`src/rtl/pwm_fade_ctrl.sv`:
```
// PWM brightness fade controller: ramps the timer compare value up and down
// one step per PWM period ("breathing"), in single-shot or continuous mode.
// Optional macro PWM_FADE_HOLD_EN adds the hold port and a dwell at each extreme.
module pwm_fade_ctrl #(
  parameter int unsigned size   = 24,
  parameter int unsigned hold_w = 8
) (
  input  logic              clk,
  input  logic              rst,
  input  logic [size-1:0]   tmr_count,
  input  logic              en,
  input  logic              mode,
  input  logic [size-1:0]   level_min,
  input  logic [size-1:0]   level_max,
  input  logic [size-1:0]   step,
`ifdef PWM_FADE_HOLD_EN
  input  logic [hold_w-1:0] hold,
`endif
  output logic [size-1:0]   duty,
  output logic              busy,
  output logic              done
);

  // The hold counter needs at least one bit.
  if (hold_w == 0) begin : g_bad_hold_w
    $error("pwm_fade_ctrl: hold_w must be at least 1");
  end

`ifdef PWM_FADE_HOLD_EN
  typedef enum logic [2:0] {
    IDLE    = 3'd0,
    UP      = 3'd1,
    HOLD_HI = 3'd2,
    DOWN    = 3'd3,
    HOLD_LO = 3'd4
  } state_e;
`else
  typedef enum logic [1:0] {
    IDLE = 2'd0,
    UP   = 2'd1,
    DOWN = 2'd2
  } state_e;
`endif

  state_e          state_q, state_d;
  logic [size-1:0] duty_q, duty_d;
  logic [size-1:0] lmin_q, lmin_d;
  logic [size-1:0] lmax_q, lmax_d;
  logic [size-1:0] lstep_q, lstep_d;
  logic            busy_q, busy_d;
  logic            done_q, done_d;
`ifdef PWM_FADE_HOLD_EN
  logic [hold_w-1:0] lhold_q, lhold_d;
  logic [hold_w-1:0] hcnt_q, hcnt_d;
`endif

  logic            tick_c;
  logic            latch_c;
  logic            lo_exit_c;
  logic [size-1:0] lmin_in_c;
  logic [size-1:0] lstep_in_c;
  logic [size:0]   sum_c;
  logic [size:0]   thr_c;

  // Period tick, parameter clamps and overflow-free ramp arithmetic.
  assign tick_c     = (tmr_count == '0);
  assign lmin_in_c  = (level_min > level_max) ? level_max : level_min;
  assign lstep_in_c = (step == '0) ? size'(1) : step;
  assign sum_c      = {1'b0, duty_q} + {1'b0, lstep_q};
  assign thr_c      = {1'b0, lmin_q} + {1'b0, lstep_q};

  // Next-state, duty and parameter-latch logic.
  always_comb begin
    state_d   = state_q;
    duty_d    = duty_q;
    lmin_d    = lmin_q;
    lmax_d    = lmax_q;
    lstep_d   = lstep_q;
    done_d    = 1'b0;
    latch_c   = 1'b0;
    lo_exit_c = 1'b0;
`ifdef PWM_FADE_HOLD_EN
    lhold_d   = lhold_q;
    hcnt_d    = hcnt_q;
`endif

    if ((state_q != IDLE) && !en) begin
      state_d = IDLE;
      duty_d  = '0;
    end else begin
      case (state_q)
        IDLE: begin
          if (en) begin
            latch_c = 1'b1;
            duty_d  = lmin_in_c;
            state_d = UP;
          end
        end
        UP: begin
          if (tick_c) begin
            if (sum_c >= {1'b0, lmax_q}) begin
              duty_d = lmax_q;
`ifdef PWM_FADE_HOLD_EN
              hcnt_d  = lhold_q;
              state_d = HOLD_HI;
`else
              state_d = DOWN;
`endif
            end else begin
              duty_d = sum_c[size-1:0];
            end
          end
        end
`ifdef PWM_FADE_HOLD_EN
        HOLD_HI: begin
          if (tick_c) begin
            if (hcnt_q == '0) state_d = DOWN;
            else              hcnt_d  = hcnt_q - hold_w'(1);
          end
        end
        HOLD_LO: begin
          if (tick_c) begin
            if (hcnt_q == '0) lo_exit_c = 1'b1;
            else              hcnt_d    = hcnt_q - hold_w'(1);
          end
        end
`endif
        DOWN: begin
          if (tick_c) begin
            if ({1'b0, duty_q} <= thr_c) begin
              duty_d = lmin_q;
`ifdef PWM_FADE_HOLD_EN
              hcnt_d  = lhold_q;
              state_d = HOLD_LO;
`else
              lo_exit_c = 1'b1;
`endif
            end else begin
              duty_d = duty_q - lstep_q;
            end
          end
        end
        default: state_d = IDLE;
      endcase
    end

    // End of a full cycle: pulse done, then restart or return to idle.
    if (lo_exit_c) begin
      done_d = 1'b1;
      if (mode) begin
        latch_c = 1'b1;
        state_d = UP;
      end else begin
        state_d = IDLE;
      end
    end

    if (latch_c) begin
      lmin_d  = lmin_in_c;
      lmax_d  = level_max;
      lstep_d = lstep_in_c;
`ifdef PWM_FADE_HOLD_EN
      lhold_d = hold;
`endif
    end

    busy_d = (state_d != IDLE);
  end

  // State and output registers.
  always_ff @(posedge clk or negedge rst) begin
    if (!rst) begin
      state_q <= IDLE;
      duty_q  <= '0;
      lmin_q  <= '0;
      lmax_q  <= '0;
      lstep_q <= '0;
      busy_q  <= 1'b0;
      done_q  <= 1'b0;
`ifdef PWM_FADE_HOLD_EN
      lhold_q <= '0;
      hcnt_q  <= '0;
`endif
    end else begin
      state_q <= state_d;
      duty_q  <= duty_d;
      lmin_q  <= lmin_d;
      lmax_q  <= lmax_d;
      lstep_q <= lstep_d;
      busy_q  <= busy_d;
      done_q  <= done_d;
`ifdef PWM_FADE_HOLD_EN
      lhold_q <= lhold_d;
      hcnt_q  <= hcnt_d;
`endif
    end
  end

  assign duty = duty_q;
  assign busy = busy_q;
  assign done = done_q;

endmodule

```
`config.mk`:
```
export PLATFORM = sky130hd
export DESIGN_NAME = pwm_fade_ctrl
export DESIGN_NICKNAME = d
export VERILOG_FILES = /design/src/rtl/pwm_fade_ctrl.sv
export SDC_FILE = /design/constraint.sdc
export NUM_CORES = 1
export LEC_CHECK = 0
export ABC_CLOCK_PERIOD_IN_PS = 14300
export CORE_MARGIN = 2
export CORE_UTILIZATION = 45
export CTS_CLUSTER_SIZE = 10
export DETAILED_ROUTE_END_ITERATION = 10
export DONT_BUFFER_PORTS = 1
export MAX_ROUTING_LAYER = met4
export PLACE_DENSITY = 0.57
export SLEW_MARGIN = 0
export SYNTH_ARGS = -nofsm -noshare
export SYNTH_HDL_FRONTEND = slang
export SYNTH_SLANG_ARGS = --single-unit
```
`constraint.sdc`:
```
create_clock -name clk -period 14.3 [get_ports clk]
set_clock_uncertainty 0.1 [all_clocks]
set_input_delay 2.145 -clock clk [delete_from_list [all_inputs] [get_ports clk]]
set_output_delay 2.145 -clock clk [all_outputs]
set_load 0.02 [all_outputs]
```
**After elaboration in Yosys (flattened, before gate mapping)**

Index checks and enable logic that the tools add are counted.

- Register bits after elaboration: 100
- Bits of input ports: 100
- Output and inout port bits: 26
- Word-level logic and storage cells: 53

- $add $sub $neg: 3
- Magnitude comparators: 3
- Eq/ne operators: 5
- Multiplexer cells: 26
- Reduce and logical (&&, ||, !) cells: 9

Operator list:

| cell | number |
|---|---|
| $mux 24 | 8 |
| $pmux 24 s3 | 1 |
| $add 24x24->25 | 2 |
| $logic_not 24->1 | 2 |
| $ge 25x24->1 | 1 |
| $le 24x25->1 | 1 |
| $gt 24x24->1 | 1 |
| $sub 24x24->24 | 1 |
| $mux 1 | 11 |
| $mux 2 | 5 |
| $ne 3x3->1 const B | 3 |
| $pmux 2 s3 | 1 |
| $reduce_and 4->1 | 1 |
| $reduce_bool 2->1 | 2 |
| $reduce_bool 4->1 | 1 |
| $eq 2x1->1 const B | 1 |
| $eq 2x2->1 const B | 1 |
| $logic_not 2->1 | 1 |
| $logic_and 1x1->1 | 1 |
| $logic_not 1->1 | 1 |

**Depth between registers and ports, before layout**

Gate-level depths: netlist (run 1).

- Depth after elaboration: 8
- Gate-level depth with buffers: 23
- Mapped depth without buffers: 21

**Worst setup path before layout (run 1)**

Ideal clock, no wire load.

- Path kind: reg2reg
- Start: reg lstep_q[0]
- End: reg lmin_q[10]
- Arrival time: 4.819 ns
- Data required time: 14.075 ns
- Setup slack: 9.256 ns
- Stages on the path, launching flop included: 24
- Path buffers: 2
- Clock period less this slack: 5.044 ns
- Path through: dfrtp_1 ha_1 fa_1 a211o_1 a21bo_2 a21oi_2 a21oi_1 o21ai_0 nor2b_1 o21ai_0 a31oi_1 xor2_1 ha_1 nand4_1 nor4_1 o21ai_0 a21oi_1 nor4_1 a311o_1 and4_1 maj3_2 buf_6 buf_6 mux2_4

- Cells in the longest elaborated chain, start to end: 7

RTL lines:

| element | line | source |
|---|---|---|
| from (decl) | 49 | `logic [size-1:0] lstep_q, lstep_d;` |
| from (signal assigned) | 189 | `lstep_q <= lstep_d;` |
| $add 24x24->25 | 70 | `assign thr_c = {1'b0, lmin_q} + {1'b0, lstep_q};` |
| $le 24x25->1 | 130 | `if ({1'b0, duty_q} <= thr_c) begin` |
| $mux 1 | 130 |  |
| $mux 1 | 129 | `if (tick_c) begin` |
| $mux 1 | 91 | `case (state_q)` |
| $mux 1 | 87 | `if ((state_q != IDLE) && !en) begin` |
| $mux 1 | 148 | `if (lo_exit_c) begin` |
| to (signal assigned) | 187 | `lmin_q <= lmin_d;` |
| to (decl) | 47 | `logic [size-1:0] lmin_q, lmin_d;` |

Every way passes these cells.
A chain may end at the register's enable or synchronous reset.

**Final worst setup path (run 1)**

- Start: reg lstep_q[1]
- End: reg lmin_q[8]

Same word-level chain as after synthesis.

==> results of run 1 <==
==> registers in the layout (all words and copies together), names as in the netlist <==
name and flops:
duty 24, busy 1, state_q 2, done 1, lstep_q 24, lmax_q 24, lmin_q 24
==> cells in the final DEF (no fill, tap or decap), drive strengths merged, types with 18 or more instances in the layout <==
| cell type | instances |
|---|---|
| ha | 148 |
| a21oi | 81 |
| inv | 114 |
| o21ai | 85 |
| nor2 | 77 |
| nand4 | 18 |
| o31ai | 19 |
| nand2 | 83 |
| mux2 | 73 |
| xnor2 | 45 |
| nor3 | 26 |
| nor4 | 19 |
| dfrtp | 100 |
| a221oi | 18 |
| mux2i | 31 |
| nand3 | 31 |
==> final timing paths <==
kind / slack, ps / startpoint / endpoint / cells after the start
max reg2reg: 7520 / lstep_q[1]$_DFFE_PN0P_ / lmin_q[8]$_DFFE_PN0P_ / 21
min: 440 / lmax_q[3]$_DFFE_PN0P_ / lmax_q[3]$_DFFE_PN0P_ / 2
min reg2reg: 440 / lmax_q[3]$_DFFE_PN0P_ / lmax_q[3]$_DFFE_PN0P_ / 2
min in group asynchronous: 1360 / rst / lmax_q[1]$_DFFE_PN0P_ / 0
max in group asynchronous: 12560 / rst / lstep_q[17]$_DFFE_PN0P_ / 0
max: 7520 / lstep_q[1]$_DFFE_PN0P_ / lmin_q[8]$_DFFE_PN0P_ / 21
==> per-stage QoR <==
step,area (sq um),setup slack (ps),hold WS [ps]
global route,11100,7080,479
finish,11100,7520,439
global placement,10800,7680,413
CTS,11100,7450,444
floorplan,10600,9260,398
detailed placement,10800,7470,426
==> metal layers <==
metal / global-route usage / vias up
met5: - / -
met4: 0.0606 / 0
met3: 0.0273 / 26
met2: 0.366 / 336
met1: 0.419 / 4249
li1: - / 4364
==> worst reg2reg max path, stage by stage (launching register included) <==
cell,delay [ps]
sky130_fd_sc_hd__dfrtp_1,480
sky130_fd_sc_hd__ha_1,310
sky130_fd_sc_hd__a21o_1,210
sky130_fd_sc_hd__a211o_1,310
sky130_fd_sc_hd__a21boi_0,290
sky130_fd_sc_hd__o21ai_0,170
sky130_fd_sc_hd__a31oi_1,420
sky130_fd_sc_hd__o2111a_1,270
sky130_fd_sc_hd__nor3_1,70
sky130_fd_sc_hd__a41oi_1,260
sky130_fd_sc_hd__xnor2_1,100
sky130_fd_sc_hd__ha_1,290
sky130_fd_sc_hd__nand4_1,160
sky130_fd_sc_hd__nor4_1,440
sky130_fd_sc_hd__a221oi_1,130
sky130_fd_sc_hd__o311ai_0,130
sky130_fd_sc_hd__a311o_1,170
sky130_fd_sc_hd__buf_4,360
sky130_fd_sc_hd__and4_1,280
sky130_fd_sc_hd__maj3_4,510
sky130_fd_sc_hd__buf_4,780
sky130_fd_sc_hd__mux2_4,440
==> logic make-up (layout without fill, tap and decap cells) <==
kind of cell | after synthesis | count (layout) | synth area share
adder cells (fa/ha/maj) | 152 | 152 | 0.182
AND/OR/NAND/NOR | 306 | 306 | 0.138
flip-flops | 100 | 100 | 0.237
buffers and inverters | 162 | 138 | 0.0634
AO/OA/AOI/OAI | 334 | 334 | 0.209
multiplexers | 104 | 104 | 0.123
XOR/XNOR | 57 | 57 | 0.0473
==> final cells by class <==
class | instances | area share
clock buffer | 10 | 0.0215
sequential | 100 | 0.226
inverter | 114 | 0.0386
clock inverter | 6 | 0.00620
multi-input combinational | 953 | 0.667
tap | 319 | 0.0360
timing repair buffer | 8 | 0.00541
==> results.json, run 1 <==
{
  "cts_hold_repair.buffers": 0,
  "die_area_sq_um": 24700,
  "detailedRoute.firstPassIterationCount": 5,
  "fillerInstances": 2304,
  "worst-endpoint-arrival_ps": 6930,
  "vias_per_cell": 5.94,
  "cts-resized-gates": 0,
  "finish.net_count": 1437,
  "synth.yosys.seq_area_share": 0.237,
  "routed_wire_length_on_met3_microns": 2110,
  "ctsHtreeMaxLevel": 3,
  "synth-edff-count": 0,
  "layout_cells_sized_above_1": 0.0940,
  "areaGrowthSynthToFinish_pct": 5.03,
  "core-area_sq_um": 23300,
  "detail_route.wirelength_microns": 31700,
  "post_synth_instance_area_sq_um": 10600,
  "max-cap-violations": 0,
  "gpl.final_weighted_congestion": 0.911,
  "final_antenna_net_count": 0,
  "max_freq_mhz": 147,
  "worstPathBufferInverterCount": 2,
  "clock_tree.root_cell": "sky130_fd_sc_hd__clkbuf_16",
  "post_synth_most_frequent_cells": "sky130_fd_sc_hd__ha_1, sky130_fd_sc_hd__inv_1, sky130_fd_sc_hd__dfrtp_1",
  "grt_setup_unrepaired": "false",
  "routedLengthMet1_microns": 16400,
  "clkLatencyLatePin_ps": 370,
  "detail_route.wl_per_cell_microns": 21.0,
  "ys_dominant_reg_cell": "sky130_fd_sc_hd__dfrtp_1",
  "critical_path.slowest_cell": "sky130_fd_sc_hd__buf_4",
  "initial_core_utilization": 0.454,
  "synthesis.nets": 1466,
  "cts.reportedPaths.clkPinSlew_ps": 80,
  "status": "completed",
  "worst-setup-path-type": "flip-flop to flip-flop",
  "ys.warnings.count": 0,
  "area_share_of_the_largest_cell_type_after_synthesis": 0.237,
  "crit_path_cell_trace": "ha_1 -> a21o_1 -> a211o_1 -> a21boi_0 -> o21ai_0 -> a31oi_1 -> o2111a_1 -> nor3_1 -> a41oi_1 -> xnor2_1 -> ha_1 -> nand4_1 -> nor4_1 -> a221oi_1 -> o311ai_0 -> a311o_1 -> buf_4 -> and4_1 -> maj3_4 -> buf_4 -> mux2_4",
  "netlist_instances": 1215,
  "met2RoutedLength_microns": 12600,
  "drc_errors": 0,
  "grt_use_total": 0.268,
  "fin_setup_tns_ps": 0,
  "required_ps": 14450,
  "path_delay_family": "compound AO/OA/AOI/OAI gates",
  "synthMostInstantiatedCell": "sky130_fd_sc_hd__ha_1",
  "row_count": 56,
  "min_period_over_period": 0.474,
  "min_path_type": "flip-flop to flip-flop",
  "grt_overflow": 0,
  "avgSynthCellArea_sq_um": 8.69,
  "max_slew.worst_pin.slew_ps": 1190,
  "ys_seq_elements": 100,
  "cts_sinks": 100,
  "antenna_cells": 0,
  "post-place-cells": 1494,
  "synth_cell_type_count": 73,
  "global_route_wire_length_before_repair_microns": 49200,
  "dp.final_hpwl_microns": 25400,
  "number_of_antenna_violations_at_the_first_check_in_global_routing": 0,
  "critical_path.max_fanout": 51,
  "critPathMaxStageDelay_ps": 770,
  "route.vias.total": 8975,
  "die_width_microns": 157,
  "dr.max_layer_used": "met4",
  "final_period_minus_worst_setup_slack_ps": 6780,
  "worstSetupStartpointType": "flip-flop",
  "final_hold_viol_count": 0,
  "dieHeight_microns": 157,
  "post_cts_buffers": 0,
  "async_reset_ff_frac": 1.00,
  "cts_buffers": 9,
  "report.final.setup_viol": 0,
  "cts_tree": "yes",
  "postLayoutCoreUtil": 0.477,
  "max_slew_margin": 0.184,
  "multi_input_area_sq_um": 7400,
  "yosys-top-cells-area": "sky130_fd_sc_hd__dfrtp_1, sky130_fd_sc_hd__ha_1, sky130_fd_sc_hd__mux2_4, sky130_fd_sc_hd__inv_1, sky130_fd_sc_hd__o21ai_0",
  "finish.cell_count_without_fillers": 1510,
  "detail_route.iter0.violations": 873,
  "type_of_destination_of_the_critical_path": "flip-flop",
  "maxSlewViolCount": 0,
  "top_level_ports": 126,
  "synthDominantAreaCellType": "sky130_fd_sc_hd__dfrtp_1",
  "ff_latch_area_sq_um": 2500,
  "clockBufferDepth": 2,
  "grt_pass1_vias": 8628,
  "quantity_of_i_o_buffers_inserted_on_ports": 0,
  "pin_count_of_the_biggest_net_entering_global_routing": 101
}
Power of run 1 is left out: the tool's default activity adds up to more than one toggle a clock period on the data nets, which glitch-free logic cannot reach.
==> inputs of run 2 (changes only) <==
--- a/config.mk
+++ b/config.mk
@@ -5,14 +5,14 @@
 export SDC_FILE = /design/constraint.sdc
 export NUM_CORES = 1
 export LEC_CHECK = 0
-export ABC_CLOCK_PERIOD_IN_PS = 14300
+export ABC_CLOCK_PERIOD_IN_PS = 6150
 export CORE_MARGIN = 2
 export CORE_UTILIZATION = 45
 export CTS_CLUSTER_SIZE = 10
 export DETAILED_ROUTE_END_ITERATION = 10
 export DONT_BUFFER_PORTS = 1
 export MAX_ROUTING_LAYER = met4
-export PLACE_DENSITY = 0.57
+export PLACE_DENSITY = 0.59
 export SLEW_MARGIN = 0
 export SYNTH_ARGS = -nofsm -noshare
 export SYNTH_HDL_FRONTEND = slang
==> constraint.sdc (replaced) <==
create_clock -name clk -period 6.15 [get_ports clk]
set_clock_uncertainty 0.1 [all_clocks]
set_input_delay 0.9225 -clock clk [delete_from_list [all_inputs] [get_ports clk]]
set_output_delay 0.9225 -clock clk [all_outputs]
set_load 0.02 [all_outputs]
==> run 2 against run 1 <==
  * First-iteration DRC count down 21%
  * Via count rose by 0.86%
  * Global-route usage barely moved
  * Register-to-register slack got worse by 7100 ps
  * Worst hold slack got worse by 300 ps
  * Final area up 1.3%
  * Sequential share of layout area down 0.30 points
==> results.json, run 2 (synthesis gave the netlist of run 1 again) <==
{
  "post-place-cells": 1511,
  "postPlaceCellArea_sq_um": 10900,
  "cts_sinks": 100,
  "crit_path_cell_trace": "ha_1 -> fa_1 -> a211o_1 -> a21bo_2 -> a21oi_2 -> a21oi_1 -> o21ai_0 -> nor2b_1 -> o21ai_0 -> a31oi_1 -> xor2_1 -> ha_1 -> nand4_1 -> nor4_2 -> o21ai_0 -> a21oi_1 -> nor4_1 -> a311o_1 -> and4_1 -> maj3_4 -> buf_6 -> buf_4 -> mux2i_1",
  "final_hold_viol_count": 0,
  "global_route_wire_length_before_repair_microns": 49500,
  "grt_use_total": 0.268,
  "dp.final_hpwl_microns": 25500,
  "cts_buffers": 9,
  "clockBufferDepth": 2,
  "core-area_sq_um": 23300,
  "initial_core_utilization": 0.454,
  "drc_errors": 0,
  "clkLatencyLatePin_ps": 370,
  "grt_setup_unrepaired": "false",
  "die_width_microns": 157,
  "worst_path_most_repeated_cell": "sky130_fd_sc_hd__o21ai_0",
  "fin_setup_tns_ps": 0,
  "layout.cells.most_common": "sky130_fd_sc_hd__ha_1",
  "r2r-start": "lmin_q[0]$_DFFE_PN0P_",
  "min_period_over_period": 0.938,
  "die_area_sq_um": 24700,
  "post_cts_buffers": 0,
  "route.vias.total": 9052,
  "detail_route.wl_per_cell_microns": 20.9,
  "path_delay_family": "compound AO/OA/AOI/OAI gates",
  "detail_route.wirelength_microns": 31900,
  "min_path_type": "input pin to async pin",
  "ctsHtreeMaxLevel": 3,
  "clock_tree.root_cell": "sky130_fd_sc_hd__clkbuf_16",
  "r2r_cells": 23,
  "cts_tree": "yes",
  "dp_slack_ps": 306,
  "layout_cells_sized_above_1": 0.108,
  "row_count": 56,
  "gpl.final_weighted_congestion": 0.957,
  "vias_per_cell": 5.93,
  "detailedRoute.firstPassIterationCount": 7,
  "critical_path.max_fanout": 36,
  "fillerInstances": 2305,
  "post-route-cell-area_sq_um": 11200,
  "type_of_destination_of_the_critical_path": "flip-flop",
  "multi_input_area_sq_um": 7400,
  "antenna_cells": 0,
  "grt.busiest_layer": "met1",
  "critPathMaxStageDelay_ps": 450,
  "number_of_antenna_violations_at_the_first_check_in_global_routing": 0,
  "grt_pass1_vias": 8539,
  "grt_overflow": 0,
  "finish.net_count": 1454,
  "rr_endpoint": "lmax_q[11]$_DFFE_PN0P_",
  "fin_ws_ps": 382,
  "finish.cell_count_without_fillers": 1527,
  "maxSlewViolCount": 0,
  "ff_latch_area_sq_um": 2500,
  "met1_track_demand_over_resource": 0.411,
  "grt_util_met2": 0.377,
  "areaGrowthSynthToFinish_pct": 6.44,
  "cts-resized-gates": 0,
  "status": "completed",
  "max_slew.worst_pin.slew_ps": 1090,
  "top_level_ports": 126,
  "cts_hold_repair.buffers": 0,
  "detail_route.iter0.violations": 686,
  "final_period_minus_worst_setup_slack_ps": 5770,
  "gr-usage-met3": 0.0330,
  "max_freq_mhz": 173,
  "quantity_of_i_o_buffers_inserted_on_ports": 0,
  "max-cap-violations": 0,
  "report.final.setup_viol": 0,
  "max_slew_margin": 0.276,
  "worstPathBufferInverterCount": 2,
  "pin_count_of_the_biggest_net_entering_global_routing": 101,
  "critical_path.slowest_cell": "sky130_fd_sc_hd__fa_1",
  "worst-r2r-setup-slack_ps": 380,
  "dieHeight_microns": 157,
  "worst-endpoint-arrival_ps": 5920,
  "cts.reportedPaths.clkPinSlew_ps": 80,
  "worstSetupStartpointType": "flip-flop",
  "required_ps": 6300,
  "final_antenna_net_count": 0,
  "layout.cells.most_common_list": "sky130_fd_sc_hd__ha_1, sky130_fd_sc_hd__inv_1, sky130_fd_sc_hd__dfrtp_1",
  "worst-setup-path-type": "flip-flop to flip-flop"
}
-- run 2: cell count changes in the layout (fill, tap and decap cells not counted), sizes merged --
cell	before	now
clkinvlp	1	0
clkbuf	10	9
buf	8	25
inv	114	116
-- run 2: area by class of cell --
class / count / area share
clock buffer: 9 / 0.0200
multi-input combinational: 953 / 0.658
tap: 319 / 0.0355
timing repair buffer: 25 / 0.0174
sequential: 100 / 0.223
clock inverter: 7 / 0.00801
inverter: 114 / 0.0381
-- run 2: routing by layer --
| metal | wire (microns) | share of wire |
|---|---|---|
| met5 | 0 | 0 |
| met4 | 437 | 0.014 |
| met3 | 2300 | 0.072 |
| met2 | 13000 | 0.41 |
| met1 | 16200 | 0.51 |
-- run 2: worst max-delay path by stage --
| stage | start | to | slack [ps] | depth (start not counted) |
|---|---|---|---|---|
| after floorplan | lstep_q[0]$_DFFE_PN0P_ | lmin_q[10]$_DFFE_PN0P_ | 1110 | 23 |
| after global placement | lmin_q[0]$_DFFE_PN0P_ | lmax_q[13]$_DFFE_PN0P_ | 450 | 23 |
| after detailed placement | lstep_q[0]$_DFFE_PN0P_ | lmax_q[10]$_DFFE_PN0P_ | 310 | 23 |
| after CTS | lstep_q[0]$_DFFE_PN0P_ | lmax_q[10]$_DFFE_PN0P_ | 280 | 23 |
| after global routing | lstep_q[0]$_DFFE_PN0P_ | lmax_q[11]$_DFFE_PN0P_ | 50 | 23 |
| final | lmin_q[0]$_DFFE_PN0P_ | lmax_q[11]$_DFFE_PN0P_ | 380 | 23 |
-- run 2: worst reg2reg max path, stage by stage (launching register included) --
cell and delay (ps):
sky130_fd_sc_hd__dfrtp_1 410, sky130_fd_sc_hd__ha_1 240, sky130_fd_sc_hd__fa_1 450, sky130_fd_sc_hd__a211o_1 310, sky130_fd_sc_hd__a21bo_2 230, sky130_fd_sc_hd__a21oi_2 190, sky130_fd_sc_hd__a21oi_1 120, sky130_fd_sc_hd__o21ai_0 210
sky130_fd_sc_hd__nor2b_1 180, sky130_fd_sc_hd__o21ai_0 150, sky130_fd_sc_hd__a31oi_1 230, sky130_fd_sc_hd__xor2_1 100, sky130_fd_sc_hd__ha_1 300, sky130_fd_sc_hd__nand4_1 160, sky130_fd_sc_hd__nor4_2 360, sky130_fd_sc_hd__o21ai_0 140
sky130_fd_sc_hd__a21oi_1 160, sky130_fd_sc_hd__nor4_1 80, sky130_fd_sc_hd__a311o_1 340, sky130_fd_sc_hd__and4_1 240, sky130_fd_sc_hd__maj3_4 350, sky130_fd_sc_hd__buf_6 260, sky130_fd_sc_hd__buf_4 250, sky130_fd_sc_hd__mux2i_1 120
-- run 2: stage by stage --
| stage | utilization | hold slack, ps |
|---|---|---|
| after global placement | 0.469 | 417 |
| after global routing | 0.483 | 125 |
| after CTS | 0.483 | 130 |
| after detailed placement | 0.469 | 432 |
| final | 0.483 | 139 |
| after floorplan | - | 398 |
Power of run 2 is left out for the same reason.
